$ cat src/rtl/priority_encoder.sv
// priority_encoder: LSB-first priority encoder (log-depth merge tree) with registered copy.
// Optional PRIORITY_ENCODER_ONEHOT_EN adds isolated-lowest-bit outputs onehot_o / onehot_q_o.
module priority_encoder #(
    parameter int NUM_WIRE = 16
) (
    input  logic                        clk_i,
    input  logic                        rst_i,
    input  logic [NUM_WIRE-1:0]         wire_in,
`ifdef PRIORITY_ENCODER_ONEHOT_EN
    output logic [NUM_WIRE-1:0]         onehot_o,
    output logic [NUM_WIRE-1:0]         onehot_q_o,
`endif
    output logic [$clog2(NUM_WIRE)-1:0] index_o,
    output logic                        index_valid_o,
    output logic [$clog2(NUM_WIRE)-1:0] index_q_o,
    output logic                        index_valid_q_o
);
    localparam int W = $clog2(NUM_WIRE);
    localparam int P = 1 << W;

    if (NUM_WIRE < 2) begin : g_bad_width
        $error("priority_encoder: NUM_WIRE must be >= 2");
    end

    logic [P-1:0]   padded;
    logic [2*P-1:1] v;
    logic [W-1:0]   ix [2*P-1:1];

    assign padded = P'(wire_in);

    // Heap layout: leaves at P+i, node n merges 2n (lower indices) and 2n+1.
    // Invalid nodes carry index 0 so the all-zero case resolves to 0.
    genvar i;
    for (i = 0; i < P; i++) begin : g_leaf
        assign v[P+i]  = padded[i];
        assign ix[P+i] = padded[i] ? W'(i) : '0;
    end
    for (i = 1; i < P; i++) begin : g_node
        assign v[i]  = v[2*i] | v[2*i+1];
        assign ix[i] = v[2*i] ? ix[2*i] : ix[2*i+1];
    end

    assign index_o       = ix[1];
    assign index_valid_o = v[1];

`ifdef PRIORITY_ENCODER_ONEHOT_EN
    assign onehot_o = wire_in & (~wire_in + NUM_WIRE'(1));
`endif

    always_ff @(posedge clk_i) begin
        if (rst_i) begin
            index_q_o       <= '0;
            index_valid_q_o <= 1'b0;
`ifdef PRIORITY_ENCODER_ONEHOT_EN
            onehot_q_o      <= '0;
`endif
        end else begin
            index_q_o       <= index_o;
            index_valid_q_o <= index_valid_o;
`ifdef PRIORITY_ENCODER_ONEHOT_EN
            onehot_q_o      <= onehot_o;
`endif
        end
    end
endmodule

$ cat config.mk
export PLATFORM = sky130hd
export DESIGN_NAME = priority_encoder
export DESIGN_NICKNAME = d
export VERILOG_FILES = /design/src/rtl/priority_encoder.sv
export SDC_FILE = /design/constraint.sdc
export NUM_CORES = 1
export LEC_CHECK = 0
export ABC_CLOCK_PERIOD_IN_PS = 1680
export CAP_MARGIN = 20
export CORE_AREA = 2 2 39 41
export DETAILED_ROUTE_END_ITERATION = 10
export DIE_AREA = 0 0 41 43
export PLACE_DENSITY = 0.74
export SKIP_LAST_GASP = 1
export SLEW_MARGIN = 5
export SYNTH_ARGS = -nofsm -noshare
export SYNTH_HDL_FRONTEND = slang
export SYNTH_SLANG_ARGS = --single-unit
$ cat constraint.sdc
create_clock -name clk_i -period 1.68 [get_ports clk_i]
set_clock_uncertainty 0.15 [all_clocks]
set_input_delay 0.336 -clock clk_i [delete_from_list [all_inputs] [get_ports clk_i]]
set_output_delay 0.336 -clock clk_i [all_outputs]
set_load 0.01 [all_outputs]
==> key figures, run 1 <==
Outcome
  • Status: complete, but fails checks
  • Failing checks: setup timing

Synthesis
  • Syn_area_per_cell: 8.789 um2
  • Cells after Synth: 41
  • Ys async rst share: 0%
  • Count leader, synth: dfxtp_1
  • #FFs+latches synth: 5
  • Netlist cell types: 20
  • Synth top area share: around 28%
  • Largest area contributor in the netlist: dfxtp_1
  • Top post-synthesis cells by area: dfxtp_1 (28%), nor4_2 (6.9%), nor4_4 (5.9%)
  • Sequential area share after synthesis: 27.78%
  • EDFF count, synth: 0
  • Most frequent cells after synthesis: dfxtp_1 (5), a21oi_1 (4), nand2_1 (4), nor2_1 (4), nor3_1 (3)
  • Post-Synthesis Net Count: 59
  • Ys flop type: dfxtp_1
  • Synth Warn #: 0
  • Post-Syn Area: 360.3 um2

GRT
  • Grt total ovfl: 0
  • GRT Total Usage: ~16%
  • Largest net degree at the start of global routing: 6
  • Vias in the first global route: 479
  • First-pass GRT wire length: 1925 um
  • Initial antenna violation count: 0

Pwr
  • PD cells: 455.1 nW/um2
  • Part of the power in registers: 31.9%
  • Combinational power share: 33.2%
  • Switching Fraction: 25.85%
  • Clock share of power: approximately a third
  • Switch Pwr: 0.0001005 W
  • Max VDD drop: 0.0001543 V
  • Lkg Pwr: about 0.4 nW
  • Cell Int Power: 0.0002884 W

Setup path
  • CP startpoint kind: input pin
  • Worst Setup End Kind: output port
  • Max stage delay on crit path: 0.31 ns
  • Worst Path Required: 1.19 ns
  • Buf/Inv on CP: 2
  • CP Cell Sequence: buf_6 > nor4_4 > and2_4 > o311a_4 > nor3_2 > buf_2
  • Crit-path max FO: 3
  • Worst path top cell family by delay: simple AND/OR/NAND/NOR gates
  • WP data arrival: 1.33 ns
  • Type of the worst setup path: in2out
  • Slowest CP cell: nor4_4

Min path
  • Hold Path Class: in2reg

Place
  • Placer Congestion: 0.7940
  • Hpwl dp: around 900 um
  • Port bufs: 27
  • Cell area after placement: 790.8 um2

Routing
  • Antenna-violating nets left: 0
  • Final wirelength: 1217 um
  • DR WL/cell: around 11 um
  • Drt first pass iters: 3
  • Vias: just over 500
  • Iteration-0 DRC Markers: 3
  • Residual DRC: 0
  • Vias per cell: 4.571

STA
  • Max frequency: roughly 550 MHz
  • Setup TNS: -0.6311 ns
  • Final hold viol count: 0
  • Min Tclk post-route: around 1.8 ns
  • Slew @ Worst Pin: 0.4135 ns
  • Setup violations, final: 5
  • Period utilisation layout: 108.3%
  • Setup WS post-layout: -0.1398 ns
  • Relative slew slack: 72.20%
  • Unrepaired setup endpoints after global routing: true
  • Max-slew violations: 0

Clocking
  • Clock-pin slew on the worst setup and hold paths: 0.04 ns
  • Clock Tree Root: clkbuf_4
  • CTS H-Tree Depth: 1
  • CTS Buf Count: 3
  • Post-CTS Hold Buffers: 0
  • Max clock buf depth: 2
  • Clock tree from TritonCTS: built
  • Clock sink count: 5

Cells and area
  • Fraction of layout cells with a size suffix above 1: 65.63%
  • Area of the multi-input gates: between 200 and 300 um2
  • Area Overhead vs Synth: 137.2%
  • Antenna cells: 0
  • Post-Layout Inst Area: about 850 um2
  • Filler instances: 127
  • Layout Nets: 115
  • Reg area: 100.1 um2

Run
  • Max-cap violations: 0

Floorplanning
  • # IOs: 28
  • Initial core utilization: 26.04%
  • Die ar.: 1763 um2
  • Die height: ~43 um
  • Die X: slightly above 40 um
  • CORE AREA: 1384 um2
  • Site Rows: 14
-- through the flow --
step / hold slack, ns / instances / util [%] / setup slack (ns) / power [W]
2_1_floorplan: 0.2503 / 41 / - / 0.04979 / 0.0001570
5_1_grt: 0.2306 / 112 / 61.75 / -0.1938 / 0.0004127
3_3_place_gp: 0.9027 / 102 / 57.14 / -0.8717 / 0.0002503
4_1_cts: 0.2392 / 112 / 59.22 / -0.1461 / 0.0003903
3_5_place_dp: 0.9087 / 102 / 57.14 / -0.9208 / 0.0002522
6_report: 0.2234 / 112 / 61.75 / -0.1398 / 0.0003889
-- final timing paths --
kind	from	endpoint	slack, ns	cells after the start
worst max-delay path	wire_in[7]	index_o[0]	-0.14	6
worst min-delay path	wire_in[0]	index_q_o[0]	0.22	3
-- state kept, by name (all words and copies together) (netlist names) --
name             cells
index_valid_q_o      1
index_q_o            4
-- layer usage --
| layer | global-route usage [%] | routed length (um) | vias to the layer above |
|---|---|---|---|
| li1 | - | - | 261 |
| met1 | 16.83 | 442 | 238 |
| met2 | 29.38 | 731 | 13 |
| met3 | 0 | 43 | 0 |
| met4 | 6.000 | 0 | 0 |
| met5 | 0 | 0 | - |
-- cells by family after synthesis --
kind of cell           Yosys count  share of synthesized area, %
AO/OA/AOI/OAI                   10                         19.79
flip-flops                       5                         27.78
buffers and inverters            2                         2.084
AND/OR/NAND/NOR                 24                         50.34
-- final cells by class --
type,instances,area share (%)
multi-input cells,34,34.70
clock buffers,4,3.075
flip-flops and latches,5,11.71
inverters,2,0.8785
repair buffers,51,47.29
well taps,16,2.343
-- power by group through the flow --
stage / logic (W) / clock network [W] / registers (W)
after global placement: 0.000124 / 0 / 0.000126
after floorplan: 0.0000287 / 0 / 0.000128
after global routing: 0.000138 / 0.000150 / 0.000124
after detailed placement: 0.000126 / 0 / 0.000126
after CTS: 0.000123 / 0.000143 / 0.000124
final: 0.000129 / 0.000136 / 0.000124
-- layout by cell type, fill, tap and decap left out --
cell	Yosys	routed
nor2b_1	1	1
o21bai_1	2	2
a21boi_2	1	1
and2b_1	1	1
nor2_2	2	1
inv_1	2	2
or4_4	1	1
clkdlybuf4s15_2	0	1
clkdlybuf4s50_1	0	6
clkbuf_4	0	3
a21oi_1	4	4
o31ai_1	2	2
buf_6	0	8
nor4_4	1	2
buf_2	0	12
buf_4	0	23
nand3_2	2	1
nor2_4	1	2
nor2_1	4	4
clkdlybuf4s15_1	0	1
nor3_2	0	1
nor2b_4	1	1
and2_4	0	1
o311a_4	0	1
nor4_2	2	1
nand3_4	0	1
clkbuf_1	0	1
dfxtp_1	5	5
nand2_1	4	2
nand2_2	0	2
nor3_1	3	2
-- repair_timing --
action	4_1_cts	5_1_grt
pin swaps	15	3
buffers inserted	7	0
gates resized for setup	92	6
setup endpoints to repair	10	5
Note: power is estimated with default switching activity, not from simulation.
==> inputs of run 2 (changes only) <==
--- a/config.mk
+++ b/config.mk
@@ -5,7 +5,7 @@
 export SDC_FILE = /design/constraint.sdc
 export NUM_CORES = 1
 export LEC_CHECK = 0
-export ABC_CLOCK_PERIOD_IN_PS = 1680
+export ABC_CLOCK_PERIOD_IN_PS = 1900
 export CAP_MARGIN = 20
 export CORE_AREA = 2 2 39 41
 export DETAILED_ROUTE_END_ITERATION = 10
==> constraint.sdc (replaced) <==
create_clock -name clk_i -period 1.9 [get_ports clk_i]
set_clock_uncertainty 0.15 [all_clocks]
set_input_delay 0.38 -clock clk_i [delete_from_list [all_inputs] [get_ports clk_i]]
set_output_delay 0.38 -clock clk_i [all_outputs]
set_load 0.01 [all_outputs]
==> key figures, run 2 (synthesized netlist as in run 1, its figures left out) <==
STA
  • Final hold viol count: 0 (unchanged)
  • Hold slack: 0.3238 ns (+0.1003 ns)
  • Setup violations, final: 0 (-5)
  • Relative slew slack: 81.83% (+9.6 points)
  • Max frequency: 531.5 MHz
  • Slew @ Worst Pin: 0.2716 ns (-0.1419 ns)
  • Max-slew violations: 0 (unchanged)
  • Period utilisation layout: 99.02%
  • Min Tclk post-route: 1.881 ns
  • Unrepaired setup endpoints after global routing: true

Setup path
  • WP data arrival: 1.35 ns (+0.02 ns)
  • Crit-path max FO: 2 (-1)
  • Worst Path Required: 1.37 ns (+0.18 ns)
  • Type of the worst setup path: in2out
  • CP startpoint kind: input pin
  • Worst Setup End Kind: output port

Routing
  • Final wirelength: 1134 um (-6.8%)
  • Iteration-0 DRC Markers: 3 (unchanged)
  • Drt first pass iters: 2 (-1)
  • Vias: 513 (+0.20%)
  • Vias per cell: 4.580 (+0.20%)
  • DR WL/cell: 10.13 um (-6.8%)
  • Residual DRC: 0 (unchanged)
  • Antenna-violating nets left: 0 (unchanged)

Cells and area
  • Filler instances: 149 (+17%)
  • Leading cell type in the layout, fill and taps excluded: buf_4
  • Non-Filler Instances: 112 (unchanged)
  • Fraction of layout cells with a size suffix above 1: 64.58% (-1.0 points)
  • Final core utilization: 57.87% (-3.9 points)
  • Area Overhead vs Synth: 122.2%
  • Layout Nets: 115 (unchanged)
  • Antenna cells: 0 (unchanged)
  • Reg area: 100.1 um2 (unchanged)
  • Top flop regs: index_q_o x4, index_valid_q_o x1
  • Commonest non-fill, non-tap cells in the layout: buf_4 (24), buf_2 (14), clkdlybuf4s50_1 (6)
  • Area of the multi-input gates: 280.3 um2 (-5.5%)
  • Top reg by flops: index_q_o
  • Flip-flop count of the largest register after layout: 4 (unchanged)

Pwr
  • PnR Total Power: 0.0003377 W (-13%)
  • Lkg Pwr: 0.3714 nW (-4.6%)
  • Max VDD drop: 0.0001675 V (+8.6%)
  • PD cells: 421.8 nW/um2 (-7.3%)

Place
  • Hpwl dp: 928.2 um (+3.3%)
  • Placer Congestion: 0.7330 (-7.7%)
  • Dpl cells: 101 (-0.98%)
  • Port bufs: 27 (unchanged)

Clocking
  • CTS Buf Count: 3 (unchanged)
  • Clock-pin slew on the worst setup and hold paths: 0.04 ns (about the same)
  • CTS H-Tree Depth: 1 (unchanged)
  • Clock tree from TritonCTS: built
  • Clock Tree Root: clkbuf_4
  • Post-CTS Hold Buffers: 0 (unchanged)
  • Clock sink count: 5 (unchanged)
  • Max clock buf depth: 2 (unchanged)

GRT
  • GRT Total Usage: 15.75% (+0.15 points)
  • Initial antenna violation count: 0 (unchanged)
  • Largest net degree at the start of global routing: 6 (unchanged)
  • First-pass GRT wire length: 1869 um (-2.9%)
  • Vias in the first global route: 491 (+2.5%)
  • Grt total ovfl: 0 (unchanged)

Floorplanning
  • Die height: 43 um (unchanged)
  • Die X: 41 um (unchanged)
  • # IOs: 28 (unchanged)
  • Initial core utilization: 26.04% (unchanged)
  • CORE AREA: 1384 um2 (unchanged)
  • Site Rows: 14 (unchanged)
  • Die ar.: 1763 um2 (unchanged)

Run
  • Max-cap violations: 0 (unchanged)

Min path
  • Hold-critical path endpoint: index_q_o[0]
  • Hold Path Class: in2reg
  • Worst Min Path Start: wire_in[0]
  • Hold Crit Depth: 3 (unchanged)

Outcome
  • Status: finished clean
## run 2: critical path: stages
cell and delay [ns]:
buf_2 0.12, nor2_4 0.12, nand2_2 0.07, o311a_1 0.37, nor3_2 0.14, buf_2 0.14
## run 2: cell type report
cell class / count / share of cell area [%]
repair buffers: 51 / 45.78
multi-input cells: 34 / 35.00
well taps: 16 / 2.500
flip-flops and latches: 5 / 12.50
inverters: 2 / 0.9375
clock buffers: 4 / 3.281
## run 2: how the worst max path moves through the flow
stage,from,endpoint,slack (ns),cells past startpoint
2_1_floorplan,wire_in[10],index_o[0],0.11,4
3_3_place_gp,wire_in[9],index_o[0],-0.72,6
3_5_place_dp,wire_in[9],index_o[0],-0.74,6
4_1_cts,wire_in[2],index_o[0],-0.04,6
5_1_grt,wire_in[10],index_o[0],-0.03,6
6_report,wire_in[8],index_o[0],0.02,6
## run 2: per-layer routing
metal  vias up  track usage, %  share of wire (%)
li1        259               -                  -
met3         0           2.094                5.2
met2        18           27.19                 58
met4         0           10.00                  0
met5         -               0                  0
met1       236           16.35                 37
## run 2: stage by stage
| step | area (um2) | setup WS [ns] | setup TNS, ns |
|---|---|---|---|
| 2_1_floorplan | 360.3 | 0.1103 | 0 |
| 3_3_place_gp | 778.2 | -0.7211 | -3.606 |
| 3_5_place_dp | 778.2 | -0.7390 | -3.815 |
| 4_1_cts | 798.3 | -0.03559 | -0.03559 |
| 5_1_grt | 800.8 | -0.03454 | -0.03689 |
| 6_report | 800.8 | 0.01860 | 0 |
## run 2: repair_timing
action                                  4_1_cts  5_1_grt
endpoints found under the setup margin        5        4
pin swaps                                    12       10
buffers inserted                              5        2
resized for setup                            73       16
## run 2: power by group
group          internal [W]  switching (W)  total (W)
clock network     0.0000793      0.0000421   0.000121
logic             0.0000611      0.0000457   0.000107
registers          0.000109    0.000000760   0.000110
